File: config.mk
export PLATFORM = sky130hd
export DESIGN_NAME = imem_read_arbiter
export DESIGN_NICKNAME = d
export VERILOG_FILES = /design/src/rtl/imem_read_arbiter.sv
export SDC_FILE = /design/constraint.sdc
export NUM_CORES = 1
export LEC_CHECK = 0
export CORE_MARGIN = 5
export CORE_UTILIZATION = 40
export DETAILED_ROUTE_END_ITERATION = 6
export PLACE_DENSITY_LB_ADDON = 0.25
export SETUP_SLACK_MARGIN = 0.05
export SLEW_MARGIN = 40
export SYNTH_ARGS = -nofsm -noshare
export SYNTH_HDL_FRONTEND = slang
export SYNTH_SLANG_ARGS = --single-unit
File: constraint.sdc
create_clock -name clk -period 1.5 [get_ports clk]
set_clock_uncertainty 0.15 [all_clocks]
set_input_delay 0.3 -clock clk [delete_from_list [all_inputs] [get_ports clk]]
set_output_delay 0.3 -clock clk [all_outputs]
set_load 0.005 [all_outputs]
File: src/rtl/imem_read_arbiter.sv
// Two-port round-robin read arbiter for the single-ported instruction memory bank.
// Each transaction is a fixed IDLE/RESP -> ACCESS -> RESP sequence with a registered response.
module imem_read_arbiter #(
  parameter int ADDR_W = 8,
  parameter int DATA_W = 32,
  parameter int DEPTH  = 64
) (
  input  logic              clk,
  input  logic              rst_n,
  input  logic              req0,
  input  logic [ADDR_W-1:0] addr0,
  input  logic              req1,
  input  logic [ADDR_W-1:0] addr1,
  output logic              valid0,
  output logic              valid1,
  output logic [DATA_W-1:0] rdata,
  output logic              err,
  output logic              busy,
  output logic              mem_read,
  output logic [ADDR_W-1:0] mem_addr,
  input  logic [DATA_W-1:0] mem_rdata
);

  typedef enum logic [1:0] {S_IDLE, S_ACCESS, S_RESP} state_t;

  localparam logic [ADDR_W:0] DEPTH_C = (ADDR_W+1)'(DEPTH);

  state_t              state_q, state_d;
  logic                gnt_q, gnt_d;
  logic                last_gnt_q, last_gnt_d;
  logic [ADDR_W-1:0]   gaddr_q, gaddr_d;
  logic                valid0_q, valid0_d;
  logic                valid1_q, valid1_d;
  logic [DATA_W-1:0]   rdata_q, rdata_d;
  logic                err_q, err_d;
  logic                busy_q, busy_d;
  logic                mem_read_q, mem_read_d;
  logic [ADDR_W-1:0]   mem_addr_q, mem_addr_d;

  logic                pick_vld, pick_port, pick_ok, gaddr_ok;
  logic [ADDR_W-1:0]   pick_addr;

  // Grant selection: in IDLE round-robin on a tie; in RESP only the other port may be picked.
  always_comb begin
    pick_vld  = 1'b0;
    pick_port = 1'b0;
    if (state_q == S_IDLE) begin
      if (req0 && req1) begin
        pick_vld  = 1'b1;
        pick_port = ~last_gnt_q;
      end else if (req0 || req1) begin
        pick_vld  = 1'b1;
        pick_port = req1;
      end
    end else if (state_q == S_RESP) begin
      if (!gnt_q && req1) begin
        pick_vld  = 1'b1;
        pick_port = 1'b1;
      end else if (gnt_q && req0) begin
        pick_vld  = 1'b1;
        pick_port = 1'b0;
      end
    end
    pick_addr = pick_port ? addr1 : addr0;
    pick_ok   = {1'b0, pick_addr} < DEPTH_C;
    gaddr_ok  = {1'b0, gaddr_q} < DEPTH_C;
  end

  always_comb begin
    state_d    = state_q;
    gnt_d      = gnt_q;
    last_gnt_d = last_gnt_q;
    gaddr_d    = gaddr_q;
    valid0_d   = 1'b0;
    valid1_d   = 1'b0;
    rdata_d    = rdata_q;
    err_d      = err_q;
    busy_d     = 1'b0;
    mem_read_d = 1'b0;
    mem_addr_d = '0;
    case (state_q)
      S_ACCESS: begin
        rdata_d    = gaddr_ok ? mem_rdata : '0;
        err_d      = ~gaddr_ok;
        last_gnt_d = gnt_q;
        valid0_d   = ~gnt_q;
        valid1_d   = gnt_q;
        busy_d     = 1'b1;
        state_d    = S_RESP;
      end
      default: begin
        state_d = S_IDLE;
        if (pick_vld) begin
          // Bank port outputs are registered, so they are set up on entry to ACCESS.
          gnt_d      = pick_port;
          gaddr_d    = pick_addr;
          busy_d     = 1'b1;
          mem_read_d = pick_ok;
          mem_addr_d = pick_ok ? pick_addr : '0;
          state_d    = S_ACCESS;
        end
      end
    endcase
  end

  always_ff @(posedge clk or negedge rst_n) begin
    if (!rst_n) begin
      state_q    <= S_IDLE;
      gnt_q      <= 1'b0;
      last_gnt_q <= 1'b1;
      gaddr_q    <= '0;
      valid0_q   <= 1'b0;
      valid1_q   <= 1'b0;
      rdata_q    <= '0;
      err_q      <= 1'b0;
      busy_q     <= 1'b0;
      mem_read_q <= 1'b0;
      mem_addr_q <= '0;
    end else begin
      state_q    <= state_d;
      gnt_q      <= gnt_d;
      last_gnt_q <= last_gnt_d;
      gaddr_q    <= gaddr_d;
      valid0_q   <= valid0_d;
      valid1_q   <= valid1_d;
      rdata_q    <= rdata_d;
      err_q      <= err_d;
      busy_q     <= busy_d;
      mem_read_q <= mem_read_d;
      mem_addr_q <= mem_addr_d;
    end
  end

  assign valid0   = valid0_q;
  assign valid1   = valid1_q;
  assign rdata    = rdata_q;
  assign err      = err_q;
  assign busy     = busy_q;
  assign mem_read = mem_read_q;
  assign mem_addr = mem_addr_q;

endmodule

[Word level (Yosys, flattened, before mapping)]
Index checks and enable logic that the tools add are counted.
Word-level totals
  register bits: 57
  input bits: 52
  output and inout port bits: 45
  word-level logic and storage cells: 50
Operators by class
  $lt $le $gt $ge: 2
  eq/ne operators: 2
  multiplexer cells: 24
  bitwise gates (word level): 4
  reductions and logical operators: 7
Operator list (number)
  $mux 32: 1
  $mux 8: 4
  $mux 1: 18
  $lt 8x7->1 const B: 2
  $not 1->1: 4
  $logic_and 1x1->1: 3
  $eq 2x1->1 const B: 1
  $eq 2x2->1 const B: 1
  $logic_not 2->1: 1
  $mux 2: 1
  $reduce_and 2->1: 1
  $logic_not 1->1: 1
  $logic_or 1x1->1: 1

[Longest topological paths before layout]
  depth in word-level cells: 10
  depth in mapped cells: 6
  gate-level depth less buffers: 5

[Worst setup path after synthesis]
Ideal clock, no wire load.
  kind: reg2reg
  start: register gnt_q
  end: register gnt_q
  library setup time: 0.129 ns
  arrival: 1.110 ns
  data required time: 1.221 ns
  slack: 0.111 ns
  stages on the path, launching flop included: 6
  path buffers: 1
  path through: dfrtp_1 mux2i_1 a211o_1 buf_6 nand2_1 nand2_1
On the way
  cells in the longest elaborated chain, start to end: 6
  elaborated cells on any way between the ends: 11
  those cells by class: mux (7); reduce/logical (4)
Ends and longest elaborated chain
  start: declaration: RTL line 29  | logic gnt_q, gnt_d;
  start signal: assignment: RTL line 121  | gnt_q <= gnt_d;
  $logic_and 1x1->1 / $logic_not 1->1 (equally long branches): RTL line 59, 56
  $mux 1 / $logic_and 1x1->1 (equally long branches): RTL line 59, 56
  $mux 1: RTL line 56  | if (!gnt_q && req1) begin
  $mux 1: RTL line 55  | end else if (state_q == S_RESP) begin
  $mux 1: RTL line 47  | if (state_q == S_IDLE) begin
  $reduce_and 2->1 (no source line)
Parallel ways exist; a longest one is shown, timed or not.
A chain may end at the register's enable or synchronous reset.

[Final worst setup path]
  start: input req1
  end: register mem_addr_q[5] (netlist: mem_addr[5])
On the way
  cells in the longest elaborated chain, start to end: 9
  elaborated cells on any way between the ends: 18
  those cells by class: order compare (1); mux (14); reduce/logical (3)
Ends and longest elaborated chain
  start: declaration: RTL line 12  | input logic req1,
  $logic_and 1x1->1 / $logic_or 1x1->1 (equally long branches): RTL line 56, 51
  $mux 1, on equally long branches: RTL line 56, 51
  $mux 1, on equally long branches: RTL line 55, 48
  $mux 1: RTL line 47
  $mux 8: RTL line 64  | pick_addr = pick_port ? addr1 : addr0;
  $lt 8x7->1: RTL line 65  | pick_ok = {1'b0, pick_addr} < DEPTH_C;
  $mux 8: RTL line 99  | mem_addr_d = pick_ok ? pick_addr : '0;
  $mux 8 *: RTL line 93  | if (pick_vld) begin
  $mux 8 *: RTL line 81  | case (state_q)
  net mem_addr_d[5]: RTL line 38  | logic [ADDR_W-1:0] mem_addr_q, mem_addr_d;
  end signal: assignment: RTL line 130  | mem_addr_q <= mem_addr_d;
  end: declaration: RTL line 38
The timed path passes the listed nets; every way through them passes the cells marked *.

==> metrics.yaml <==
status:
  status: "completed"
grt:
  grt_pass1_wl_mm: 7.53
  grt_pass1_vias: 1584
  grtUsageTotal_pct: 15.4
  grt_overflow_total: 0
  grt_max_degree: 52
  antenna_found_initial: 0
logic_synthesis:
  ys_ff_latch: 51
  synth_area_per_cell_sq_um: 13.9
  yosysWarningCount: 0
  synth_cell_types: 24
  synth_area_sq_mm: 0.00196
  syn_inst: 141
  synth-seq-area-share_pct: 65.1
power_and_ir_drop:
  total_power_mw: 5.88
  max-vdd-ir-drop_mv: 0.892
  power_density_mw_per_mm2: 1750
  leakage_nw: 1.64
layout:
  fin_nets: 316
  drive_above_1_share_pct: 23.4
  area_growth_pct: 70.9
  diodes: 0
  fill_cells: 355
worst_setup_path:
  path_depth: 5
  crit_buf_inv: 2
  reg2reg_depth: 6
  setup.worst_path.end_class: "flip-flop"
  critical_path.cell_chain: "clkdlybuf4s50_1 -> buf_4 -> and4b_2 -> nand3_1 -> a21oi_2"
  worstSetupPathType: "in2reg"
  crit_family: "buffers and inverters"
  r2r-start: "state_q[1]$_DFF_PN0_"
  r2r_end: "mem_addr[5]$_DFF_PN0_"
  critPathMaxStageDelay_ns: 0.50
  cp.required_ns: 1.58
  path_max_fanout: 7
  r2r_slack_ns: 0.06
  critPathCapture: "mem_addr[5]$_DFF_PN0_"
  crit_start: "req1"
  crit_path_start_kind: "input port"
  critPathArrivalTime_ns: 1.53
  slowest_stage: "clkdlybuf4s50_1"
clock_network:
  clock_latency_ns: 0.29
  cts_buffer_depth: 2
  cts.sinks: 51
  cts-htree-levels: 2
  cts_root_buf: "clkbuf_8"
  cts_tree: "yes"
  clkTransAtPathRegs_ns: 0.09
  cts_made_buffers: 5
placed_design:
  dp_hpwl_mm: 3.41
  place_ws_ns: -0.296
  io_buffers: 96
  place_congestion: 0.820
timing:
  max_freq_mhz: 689
  period_minus_slack_ns: 1.45
  rsz0062_at_grt: "yes"
  hold_ws_ns: 0.354
  setup_tns_ns: 0
  hold_violations: 0
  fin_ws_ns: 0.0491
  finalMaxSlewViolations: 0
  finalSetupViolCount: 0
  finalCritPeriodShare_pct: 96.7
route:
  post_drt_wl_per_cell_um: 15.0
  num_vias: 1622
  drtPass1Iterations: 4
  drt_iter0_drc: 49
  wirelength_mm: 5.00
  drc: 0
  antenna_left: 0
  vias_per_cell: 4.89
flow_run:
  cap_violations: 0
floorplanning:
  die_h_um: 80.0
  rows: 25
  design.core.area_sq_mm: 0.00475
  dieArea_sq_mm: 0.00641
  die_x_um: 80.0
  start_util_pct: 41.3
  io_pins: 97
hold_path:
  hold_class: "reg2reg"
## cell usage after synthesis
cell | count | share of area [%]
a211o_1 | 1 | 0.45
a21o_1 | 1 | 0.38
a21oi_2 | 7 | 3.1
a22o_1 | 32 | 14
and2_2 | 1 | 0.38
and4b_1 | 1 | 0.51
buf_1 | 1 | 0.19
buf_2 | 1 | 0.25
buf_6 | 5 | 2.9
clkbuf_1 | 2 | 0.38
conb_1 | 1 | 0.19
dfrtp_1 | 50 | 64
dfstp_2 | 1 | 1.3
inv_1 | 1 | 0.19
inv_4 | 1 | 0.32
mux2i_1 | 3 | 1.5
nand2_1 | 8 | 1.5
nand2b_1 | 1 | 0.32
nand3_1 | 12 | 3.1
nand3b_1 | 1 | 0.38
nand4b_2 | 1 | 0.77
nor2_1 | 4 | 0.77
nor3_4 | 3 | 2.5
o21ai_0 | 2 | 0.51
## report_power, final
part | switching (mW) | leakage, nW | internal [mW]
registers | 0.302 | 0.665 | 1.93
clock network | 0.431 | 0.0644 | 0.665
logic | 1.05 | 0.915 | 1.51
## layout make-up
class / instances / area (sq um) / area share, %
timing repair buffer: 124 / 1170 / 35.0
tap: 67 / 83.8 / 2.50
clock buffer: 5 / 68.8 / 2.05
inverter: 2 / 12.5 / 0.373
clock inverter: 3 / 67.6 / 2.01
multi-input combinational: 80 / 669 / 20.0
sequential: 51 / 1280 / 38.1
## placed cells by master (no fill, tap or decap)
cell             Yosys  final
dfrtp_1             50     50
clkdlybuf4s50_1      0     49
dlygate4sd2_1        0     37
a22o_1              32     32
buf_4                0     21
nand3_2              0      9
nand2_1              8      8
clkdlybuf4s15_1      0      8
a21oi_2              7      7
clkbuf_8             0      5
nor2_1               4      4
mux2i_1              3      3
nor3_4               3      3
nand3_1             12      3
buf_12               0      3
buf_6                5      3
bufinv_16            0      2
conb_1               1      2
nand2b_4             0      1
inv_6                0      1
a211o_2              0      1
inv_1                1      1
nand3b_1             1      1
and4b_2              0      1
nand4b_4             0      1
and2_2               1      1
a21o_1               1      1
o21ai_0              2      1
o21ai_1              0      1
clkinvlp_4           0      1
dlygate4sd3_1        0      1
dlymetal6s2s_1       0      1
buf_2                1      1
dfstp_2              1      1
## sequential cells by signal (all words and copies together) (netlist names)
name,flops
valid0,1
mem_read,1
busy,1
last_gnt_q,1
mem_addr,8
valid1,1
gaddr_q,2
gnt_q,1
state_q,2
rdata,32
err,1
## metal layers
metal  vias to the layer above  global-route usage (%)  routed length [um]
li1                        759                       -                   -
met1                       791                    18.9                2020
met2                        66                    26.2                2520
met3                         6                    4.63                 388
met4                         0                    4.05                  59
met5                         -                       0                   0
## stage by stage
step	std cells	utilization (%)	instance area (sq um)
2_1_floorplan	142	-	1970
3_3_place_gp	303	63.6	3020
3_5_place_dp	303	63.6	3020
4_1_cts	315	66.3	3150
5_1_grt	332	70.5	3350
6_report	332	70.5	3350
## worst min-delay path by stage
| stage | end | start | slack (ns) | depth (start not counted) |
|---|---|---|---|---|
| 2_1_floorplan | busy$_DFF_PN0_ | rst_n | -0.15 | 0 |
| 3_3_place_gp | rdata[8]$_DFFE_PN0P_ | rst_n | 0.16 | 2 |
| 3_5_place_dp | rdata[8]$_DFFE_PN0P_ | rst_n | 0.16 | 2 |
| 4_1_cts | rdata[6]$_DFFE_PN0P_ | rdata[6]$_DFFE_PN0P_ | 0.36 | 1 |
| 5_1_grt | rdata[16]$_DFFE_PN0P_ | rst_n | 0.38 | 3 |
| 6_report | rdata[14]$_DFFE_PN0P_ | rdata[14]$_DFFE_PN0P_ | 0.35 | 1 |
## cell families after synthesis
kind of cell	after synthesis	share of synthesized area (%)
buffers and inverters	11	4.21
AO/OA/AOI/OAI	43	18.8
multiplexers	3	1.53
other	1	0.191
AND/OR/NAND/NOR	32	10.2
flip-flops	51	65.1
## timing repair
action | CTS | global route
setup endpoints to repair | 86 | 59
endpoints found under the hold margin | 50 | 0
pin swaps | 1 | 13
hold buffers | 1 | 0
gates resized for setup | 48 | 26
buffers inserted | 3 | 18
No activity file was read; power rests on OpenSTA's default activity.
